File: config.mk
export PLATFORM = sky130hd
export DESIGN_NAME = spi_ram_ctrl_p
export DESIGN_NICKNAME = d
export VERILOG_FILES = /design/src/rtl/spi_ram_pkg.sv /design/src/rtl/spi_ram_mem.sv /design/src/rtl/spi_ram_ctrl_p.sv
export SDC_FILE = /design/constraint.sdc
export NUM_CORES = 2
export LEC_CHECK = 0
export ABC_CLOCK_PERIOD_IN_PS = 6500
export CORE_MARGIN = 8
export CORE_UTILIZATION = 61
export DETAILED_ROUTE_END_ITERATION = 6
export PLACE_DENSITY = 0.78
export SYNTH_ARGS = -nofsm -noshare
export SYNTH_HDL_FRONTEND = slang
export SYNTH_HIERARCHICAL = 1
export SYNTH_SLANG_ARGS = --single-unit
File: constraint.sdc
create_clock -name clk -period 6.5 [get_ports clk]
set_clock_uncertainty 0.1 [all_clocks]
set_input_delay 1.625 -clock clk [delete_from_list [all_inputs] [get_ports clk]]
set_output_delay 1.625 -clock clk [all_outputs]
set_load 0.02 [all_outputs]
File: src/rtl/spi_ram_pkg.sv
// Shared types and helpers for the parametrised SPI-slave RAM controller.
package spi_ram_pkg;

   // Two-bit command tag carried in the top bits of each SPI word.
   typedef enum logic [1:0] {
      CMD_SET_WR = 2'b00,
      CMD_WRITE  = 2'b01,
      CMD_SET_RD = 2'b10,
      CMD_READ   = 2'b11
   } cmd_e;

   // Read-side state machine: FETCH covers the memory read pipeline,
   // HOLD presents the word until the consumer acknowledges it.
   typedef enum logic [1:0] {
      IDLE  = 2'b00,
      FETCH = 2'b01,
      HOLD  = 2'b10
   } rd_state_e;

   // Payload width is the wider of the address and data fields.
   function automatic int payload_w(input int aw, input int dw);
      return (aw > dw) ? aw : dw;
   endfunction

endpackage

File: src/rtl/spi_ram_mem.sv
// DEPTH x DATA_W storage: one write port, one synchronous read port and an
// optional extra output register. Words power up holding their own index.
module spi_ram_mem
   import spi_ram_pkg::*;
#(
   parameter int ADDR_W = 8,
   parameter int DATA_W = 8,
   parameter int DEPTH  = 256,
   parameter int RD_LAT = 1
) (
   input  logic              clk,
   input  logic              we,
   input  logic [ADDR_W-1:0] waddr,
   input  logic [DATA_W-1:0] wdata,
   input  logic              re,
   input  logic [ADDR_W-1:0] raddr,
   output logic [DATA_W-1:0] rdata
);

   logic [DATA_W-1:0] words_s [DEPTH];
   logic [DATA_W-1:0] rd_q_r;

   for (genvar g = 0; g < DEPTH; g++) begin : g_word
      logic [DATA_W-1:0] word_r = DATA_W'(g);

      // Storage word: overwritten only when addressed by the write port
      always_ff @(posedge clk) begin
         if (we && (waddr == ADDR_W'(g))) begin
            word_r <= wdata;
         end
      end

      assign words_s[g] = word_r;
   end

   // Synchronous read: captures the pre-write content, holds between reads
   always_ff @(posedge clk) begin
      if (re) begin
         rd_q_r <= words_s[raddr];
      end
   end

   if (RD_LAT == 2) begin : g_oreg
      logic [DATA_W-1:0] rd_q2_r;

      // Extra output stage for the two-cycle read latency
      always_ff @(posedge clk) begin
         rd_q2_r <= rd_q_r;
      end

      assign rdata = rd_q2_r;
   end else begin : g_noreg
      assign rdata = rd_q_r;
   end

endmodule

File: src/rtl/spi_ram_ctrl_p.sv
// Command decoder, address registers, read handshake FSM and sticky flags
// sitting between the SPI slave shift logic and the storage array.
module spi_ram_ctrl_p
   import spi_ram_pkg::*;
#(
   parameter int ADDR_W = 8,
   parameter int DATA_W = 8,
   parameter int DEPTH  = 256,
   parameter int RD_LAT = 1
) (
   input  logic                                   clk,
   input  logic                                   rst,
   input  logic                                   rx_valid,
   input  logic [payload_w(ADDR_W, DATA_W)+1:0]   din,
   input  logic                                   auto_inc,
   input  logic                                   tx_ack,
   input  logic                                   clr_flags,
   output logic [DATA_W-1:0]                      dout,
   output logic                                   tx_valid,
   output logic                                   addr_err,
   output logic                                   rd_ovf
);

   localparam int   P        = payload_w(ADDR_W, DATA_W);
   localparam int   AW1      = ADDR_W + 1;
   localparam logic LAT_INIT = (RD_LAT == 2) ? 1'b1 : 1'b0;

   cmd_e              cmd_s;
   logic [P-1:0]      payload_s;
   logic [ADDR_W-1:0] addr_pl_s;
   logic [ADDR_W-1:0] addr_mod_s;
   logic              addr_bad_s;
   logic              is_set_wr_s, is_write_s, is_set_rd_s, is_read_s;
   logic              rd_ok_s, rd_go_s, rd_drop_s, addr_err_set_s;
   logic [ADDR_W-1:0] wr_inc_s, rd_inc_s;
   logic [DATA_W-1:0] mem_rdata_s;

   rd_state_e         state_r;
   logic              lat_r;
   logic [ADDR_W-1:0] wr_addr_r, rd_addr_r;
   logic [DATA_W-1:0] dout_r;
   logic              tx_valid_r, addr_err_r, rd_ovf_r;

   // Command decode, range check and read-acceptance decision
   always_comb begin
      cmd_s          = cmd_e'(din[P+1:P]);
      payload_s      = din[P-1:0];
      addr_pl_s      = payload_s[ADDR_W-1:0];
      addr_bad_s     = ({1'b0, addr_pl_s} >= AW1'(DEPTH));
      addr_mod_s     = ADDR_W'({1'b0, addr_pl_s} % AW1'(DEPTH));
      is_set_wr_s    = rx_valid && (cmd_s == CMD_SET_WR);
      is_write_s     = rx_valid && (cmd_s == CMD_WRITE);
      is_set_rd_s    = rx_valid && (cmd_s == CMD_SET_RD);
      is_read_s      = rx_valid && (cmd_s == CMD_READ);
      rd_ok_s        = (state_r == IDLE) || ((state_r == HOLD) && tx_ack);
      rd_go_s        = is_read_s && rd_ok_s;
      rd_drop_s      = is_read_s && !rd_ok_s;
      addr_err_set_s = addr_bad_s && (is_set_wr_s || is_set_rd_s);
      wr_inc_s       = (wr_addr_r == ADDR_W'(DEPTH - 1)) ? {ADDR_W{1'b0}} : wr_addr_r + ADDR_W'(1);
      rd_inc_s       = (rd_addr_r == ADDR_W'(DEPTH - 1)) ? {ADDR_W{1'b0}} : rd_addr_r + ADDR_W'(1);
   end

   spi_ram_mem #(
      .ADDR_W (ADDR_W),
      .DATA_W (DATA_W),
      .DEPTH  (DEPTH),
      .RD_LAT (RD_LAT)
   ) u_mem (
      .clk   (clk),
      .we    (is_write_s),
      .waddr (wr_addr_r),
      .wdata (payload_s[DATA_W-1:0]),
      .re    (rd_go_s),
      .raddr (rd_addr_r),
      .rdata (mem_rdata_s)
   );

   // Address registers: loaded by SET commands (reduced modulo DEPTH), stepped by auto_inc
   always_ff @(posedge clk or posedge rst) begin
      if (rst) begin
         wr_addr_r <= {ADDR_W{1'b0}};
         rd_addr_r <= {ADDR_W{1'b0}};
      end else begin
         if (is_set_wr_s) begin
            wr_addr_r <= addr_mod_s;
         end else if (is_write_s && auto_inc) begin
            wr_addr_r <= wr_inc_s;
         end
         if (is_set_rd_s) begin
            rd_addr_r <= addr_mod_s;
         end else if (rd_go_s && auto_inc) begin
            rd_addr_r <= rd_inc_s;
         end
      end
   end

   // Read handshake: wait out the memory latency, then hold dout until acknowledged
   always_ff @(posedge clk or posedge rst) begin
      if (rst) begin
         state_r    <= IDLE;
         lat_r      <= 1'b0;
         dout_r     <= {DATA_W{1'b0}};
         tx_valid_r <= 1'b0;
      end else begin
         case (state_r)
            IDLE: begin
               if (rd_go_s) begin
                  state_r <= FETCH;
                  lat_r   <= LAT_INIT;
               end
            end
            FETCH: begin
               if (lat_r == 1'b0) begin
                  state_r    <= HOLD;
                  dout_r     <= mem_rdata_s;
                  tx_valid_r <= 1'b1;
               end else begin
                  lat_r <= 1'b0;
               end
            end
            HOLD: begin
               if (tx_ack) begin
                  tx_valid_r <= 1'b0;
                  if (rd_go_s) begin
                     state_r <= FETCH;
                     lat_r   <= LAT_INIT;
                  end else begin
                     state_r <= IDLE;
                  end
               end
            end
            default: begin
               state_r    <= IDLE;
               tx_valid_r <= 1'b0;
            end
         endcase
      end
   end

   // Sticky flags: a set event in the same cycle as clr_flags wins
   always_ff @(posedge clk or posedge rst) begin
      if (rst) begin
         addr_err_r <= 1'b0;
         rd_ovf_r   <= 1'b0;
      end else begin
         addr_err_r <= addr_err_set_s ? 1'b1 : (clr_flags ? 1'b0 : addr_err_r);
         rd_ovf_r   <= rd_drop_s      ? 1'b1 : (clr_flags ? 1'b0 : rd_ovf_r);
      end
   end

   assign dout     = dout_r;
   assign tx_valid = tx_valid_r;
   assign addr_err = addr_err_r;
   assign rd_ovf   = rd_ovf_r;

endmodule

==> qor_table.md <==
| Metric | Value |
|---|---|
| Result of the run | complete, but fails checks |
| Violated checks | DRC |
| Power density over the cells | 343.9 nW/um^2 |
| Mean instance size in the synthesized netlist | 20.46 um^2 |
| Initial Util | 61.26% |
| Post-CTS setup buffer count | 0 |
| Setup_tns | 0 ps |
| Fin. Hold Viols | 0 |
| Synth unique cells | 68 |
| Crit Reg-Reg Startpoint | rd_addr_r[1]$_DFFE_PP0P_ |
| Largest fanout on the critical path | 12 |
| DRT antenna net count | 0 |
| R2r endpoint | u_mem/rdata[3]$_DFFE_PP_ |
| Post-synthesis instance area | 81450 um^2 |
| Final weighted congestion in routability-driven placement | 0.9336 |
| Max VDD drop | 0.0002840 V |
| Mapped Nets | 3998 |
| Detailed-router iteration count before antenna repair | 7 |
| Cts-stage hold buffer count | 0 |
| Post-layout total power | 30.82 mW |
| Count of yosys warnings during synthesis | 6 |
| Portion of the clock cycle consumed by the worst path in the final layout | 76.13% |
| Relative area change from synthesis to final layout | 10.04% |
| Time the final worst path needs with I/O delays and setup | 4949 ps |
| Power share of the clock group | 36.8% |
| Final Net Count | 4066 |
| Ys async rst share | 1.344% |
| CTS tree | yes |
| Number of vias per cell after detailed routing | 7.084 |
| Total routing resource utilization after global routing | 27.67% |
| Master cell of the clock root buffer | sky130_fd_sc_hd__clkbuf_16 |
| Width of the chip | 381.4 um |
| Number of setup violations in the final report | 0 |
| Total core area | 133000 um^2 |
| Clock H-tree levels | 4 |
| RSZ-0062 raised after global routing | no |
| Highest clock frequency the design can meet | 0.2021 GHz |
| Int Power | 22.95 mW |
| Ratio of cells with drive above 1 in the final layout | 20.54% |
| Final WL | 204000 um |
| Crit path capture type | flop |
| Power share of the combinational group | 14.5% |
| Class of the tightest hold or removal check | reg2reg |
| Pins over their slew limit | 0 |
| Clock slew at the register clock pins of the worst setup and hold paths | 70 ps |
| Latest clock arrival within the worst-skew pair | 820 ps |
| Register-to-Register Path Depth | 7 |
| Yosys reg bits | 2084 |
| Wire per inst | 34.13 um |
| Overall die area | 145500 um^2 |
| PostCTS Resize Cnt | 0 |
| Switching share of total power | 25.54% |
| Register area share after synthesis | 76.66% |
| Start point of the critical path | din[9] |
| Total of buffers placed on input and output ports | 25 |
| Pre-CTS setup slack | 958.5 ps |
| Count of max-cap constraint violations | 0 |
| Type of the setup path with the least slack | in2reg |
| Slew at the pin closest to its max-slew limit | 1338 ps |
| Slack of the critical path | 1551 ps |
| Overall die height | 381.4 um |
| Total via count in the routed design | 42351 |
| Count of unresolved DRC violations after routing | 14 |
| Maximum number of pins on one net before global-route repair | 156 |
| Wire length of the first global-routing pass | 293600 um |
| Req. time, crit path | 6850 ps |
| Relative contribution of sequential cells to total power | 48.7% |
| Ys flop type | sky130_fd_sc_hd__edfxtp_1 |
| Congestion Overflow GR | 0 |
| Arrival @ worst endpoint | 5300 ps |
| Total CTS buffers | 191 |
| Worst hold slack after final layout | 397.6 ps |
| Placed wire-length estimate | 120500 um |
| Iter 0 DRT Violations | 6869 |
| Std cell rows | 134 |
| Setup slack, reg-to-reg | 2070 ps |
| Number of flops mapped to enable cells by yosys | 2056 |
| Antenna violations before repair | 11 |
| Worst-case clock buffer depth | 3 |
| Leakage power | 27.43 nW |
| Number of sinks on the clock net | 2084 |
| CP endpoint | u_mem/g_word[179].word_r[4]$_DFFE_PP_ |
| Max transition margin | 10.37% |
| Net switching component of the power | 7.872 mW |
| Vias in the first global route | 41529 |
| I/O pin total | 27 |
| Syn Inst Count | 3980 |
| Kind of start point of the critical path | primary input |
-- cells by family after synthesis --
| logic type | synth area share, % |
|---|---|
| mux | 14.35 |
| buf+inv | 1.917 |
| other cells | 0.004604 |
| fa+ha+maj | 0.03072 |
| flops | 76.66 |
| compound gates | 3.833 |
| simple gates | 3.158 |
| xor+xnor | 0.04302 |
-- critical path, stage by stage --
cell	delay [ps]
sky130_fd_sc_hd__clkdlybuf4s50_1	470
sky130_fd_sc_hd__nand2b_1	290
sky130_fd_sc_hd__nor2_1	680
sky130_fd_sc_hd__buf_4	300
sky130_fd_sc_hd__nand4_1	730
sky130_fd_sc_hd__buf_4	540
sky130_fd_sc_hd__nor2_1	650
-- through the flow --
step,cells,cell area (um^2),util (%)
2_1_floorplan,3980,81450,-
3_3_place_gp,5623,83270,62.63
3_5_place_dp,5623,83270,62.63
4_1_cts,5974,89610,67.40
5_1_grt,5974,89610,67.40
6_report,5978,89620,67.41
-- flip-flops by register name (all words and copies together), names as in the netlist --
signal,flops
tx_valid,1
state_r,2
wr_addr_r,8
u_mem/g_word.word_r,2048
dout,8
rd_addr_r,8
u_mem/rdata,8
rd_ovf,1
-- cell usage after synthesis (7+ instances only) --
master | n | area (um^2)
sky130_fd_sc_hd__mux4_2 | 423 | 9527
sky130_fd_sc_hd__a22oi_1 | 130 | 975.9
sky130_fd_sc_hd__or3_1 | 9 | 56.30
sky130_fd_sc_hd__buf_6 | 34 | 382.9
sky130_fd_sc_hd__inv_1 | 11 | 41.29
sky130_fd_sc_hd__nor2_1 | 289 | 1085
sky130_fd_sc_hd__edfxtp_1 | 2056 | 61740
sky130_fd_sc_hd__buf_8 | 7 | 105.1
sky130_fd_sc_hd__nand2_1 | 59 | 221.5
sky130_fd_sc_hd__clkbuf_1 | 114 | 427.9
sky130_fd_sc_hd__o221ai_1 | 38 | 332.8
sky130_fd_sc_hd__mux2_2 | 15 | 168.9
sky130_fd_sc_hd__and2_1 | 8 | 50.05
sky130_fd_sc_hd__o21ai_1 | 12 | 60.06
sky130_fd_sc_hd__nand4_1 | 10 | 62.56
sky130_fd_sc_hd__a21oi_1 | 108 | 540.5
sky130_fd_sc_hd__nand3_1 | 49 | 245.2
sky130_fd_sc_hd__mux2i_1 | 199 | 1992
sky130_fd_sc_hd__buf_1 | 10 | 37.54
sky130_fd_sc_hd__nor3_1 | 33 | 165.2
sky130_fd_sc_hd__nor4_1 | 19 | 118.9
sky130_fd_sc_hd__buf_12 | 10 | 200.2
sky130_fd_sc_hd__nor2b_1 | 27 | 168.9
sky130_fd_sc_hd__nand2b_1 | 7 | 43.79
sky130_fd_sc_hd__buf_4 | 21 | 157.7
sky130_fd_sc_hd__dfrtp_1 | 28 | 700.7
sky130_fd_sc_hd__o22ai_1 | 41 | 256.5
sky130_fd_sc_hd__a221oi_1 | 10 | 87.58
sky130_fd_sc_hd__a211oi_1 | 15 | 112.6
sky130_fd_sc_hd__a22o_1 | 15 | 131.4
sky130_fd_sc_hd__a31oi_1 | 11 | 68.82
sky130_fd_sc_hd__buf_2 | 41 | 205.2
sky130_fd_sc_hd__o21ai_0 | 36 | 180.2
-- routing by layer --
metal	up-vias	part of all wire (%)	track usage, %
li1	16676	-	-
met1	21693	36	39.11
met2	3423	45	41.36
met3	545	14	7.185
met4	14	4.9	12.06
met5	-	0.058	0.2645
-- final cells by class --
| type | count | area [um^2] |
|---|---|---|
| sequential | 2084 | 62460 |
| timing repair buffer | 112 | 1084 |
| clock buffer | 221 | 4922 |
| clock inverter | 130 | 1415 |
| tap | 1768 | 2212 |
| antenna | 4 | 10.01 |
| inverter | 12 | 45.04 |
| multi-input combinational | 1647 | 17470 |
| fill | 7835 | 43330 |
-- power by group through the flow --
stage / sequential, mW / combinational [mW] / clock, mW
global placement: 15.3 / 4.26 / 0
detailed placement: 15.3 / 4.31 / 0
CTS: 15.0 / 4.37 / 11.4
floorplan: 15.2 / 3.00 / 0
finish: 15.0 / 4.46 / 11.3
global route: 15.0 / 4.59 / 11.9
-- worst min-delay path by stage --
stage	from	endpoint	depth (start not counted)	slack, ps
after floorplan	u_mem/rdata[0]$_DFFE_PP_	dout[0]$_DFFE_PP0P_	1	350
after global placement	tx_valid$_DFFE_PP0P_	tx_valid$_DFFE_PP0P_	1	370
after detailed placement	u_mem/rdata[2]$_DFFE_PP_	dout[2]$_DFFE_PP0P_	1	370
after CTS	tx_valid$_DFFE_PP0P_	tx_valid$_DFFE_PP0P_	1	400
after global routing	tx_valid$_DFFE_PP0P_	tx_valid$_DFFE_PP0P_	1	430
final	tx_valid$_DFFE_PP0P_	tx_valid$_DFFE_PP0P_	1	400
-- placed cells by master, fill, tap and decap left out, types with 6 or more instances in the layout --
| cell | synthesis | final |
|---|---|---|
| sky130_fd_sc_hd__o21ai_1 | 12 | 12 |
| sky130_fd_sc_hd__clkinvlp_4 | 0 | 13 |
| sky130_fd_sc_hd__edfxtp_1 | 2056 | 2056 |
| sky130_fd_sc_hd__mux4_2 | 423 | 423 |
| sky130_fd_sc_hd__dfrtp_1 | 28 | 23 |
| sky130_fd_sc_hd__or3_1 | 9 | 9 |
| sky130_fd_sc_hd__mux2i_1 | 199 | 199 |
| sky130_fd_sc_hd__clkbuf_8 | 0 | 11 |
| sky130_fd_sc_hd__clkinv_2 | 0 | 40 |
| sky130_fd_sc_hd__nor2b_1 | 27 | 22 |
| sky130_fd_sc_hd__a221oi_1 | 10 | 10 |
| sky130_fd_sc_hd__mux2_2 | 15 | 15 |
| sky130_fd_sc_hd__o221ai_1 | 38 | 38 |
| sky130_fd_sc_hd__a211oi_1 | 15 | 15 |
| sky130_fd_sc_hd__nand4_1 | 10 | 10 |
| sky130_fd_sc_hd__nor3_1 | 33 | 33 |
| sky130_fd_sc_hd__nand2b_1 | 7 | 7 |
| sky130_fd_sc_hd__o22ai_1 | 41 | 41 |
| sky130_fd_sc_hd__clkinv_1 | 0 | 33 |
| sky130_fd_sc_hd__inv_16 | 0 | 6 |
| sky130_fd_sc_hd__clkbuf_1 | 114 | 27 |
| sky130_fd_sc_hd__clkbuf_16 | 0 | 191 |
| sky130_fd_sc_hd__inv_1 | 11 | 11 |
| sky130_fd_sc_hd__and2_1 | 8 | 8 |
| sky130_fd_sc_hd__clkdlybuf4s50_1 | 0 | 17 |
| sky130_fd_sc_hd__nor2_1 | 289 | 287 |
| sky130_fd_sc_hd__inv_6 | 0 | 7 |
| sky130_fd_sc_hd__a21oi_1 | 108 | 108 |
| sky130_fd_sc_hd__a22oi_1 | 130 | 130 |
| sky130_fd_sc_hd__nor4_1 | 19 | 19 |
| sky130_fd_sc_hd__buf_12 | 10 | 12 |
| sky130_fd_sc_hd__o21ai_0 | 36 | 36 |
| sky130_fd_sc_hd__nand3_1 | 49 | 49 |
| sky130_fd_sc_hd__bufinv_16 | 0 | 23 |
| sky130_fd_sc_hd__buf_4 | 21 | 75 |
| sky130_fd_sc_hd__a31oi_1 | 11 | 11 |
| sky130_fd_sc_hd__nand2_1 | 59 | 59 |
| sky130_fd_sc_hd__a22o_1 | 15 | 15 |
(Power assumes the default switching activity.)
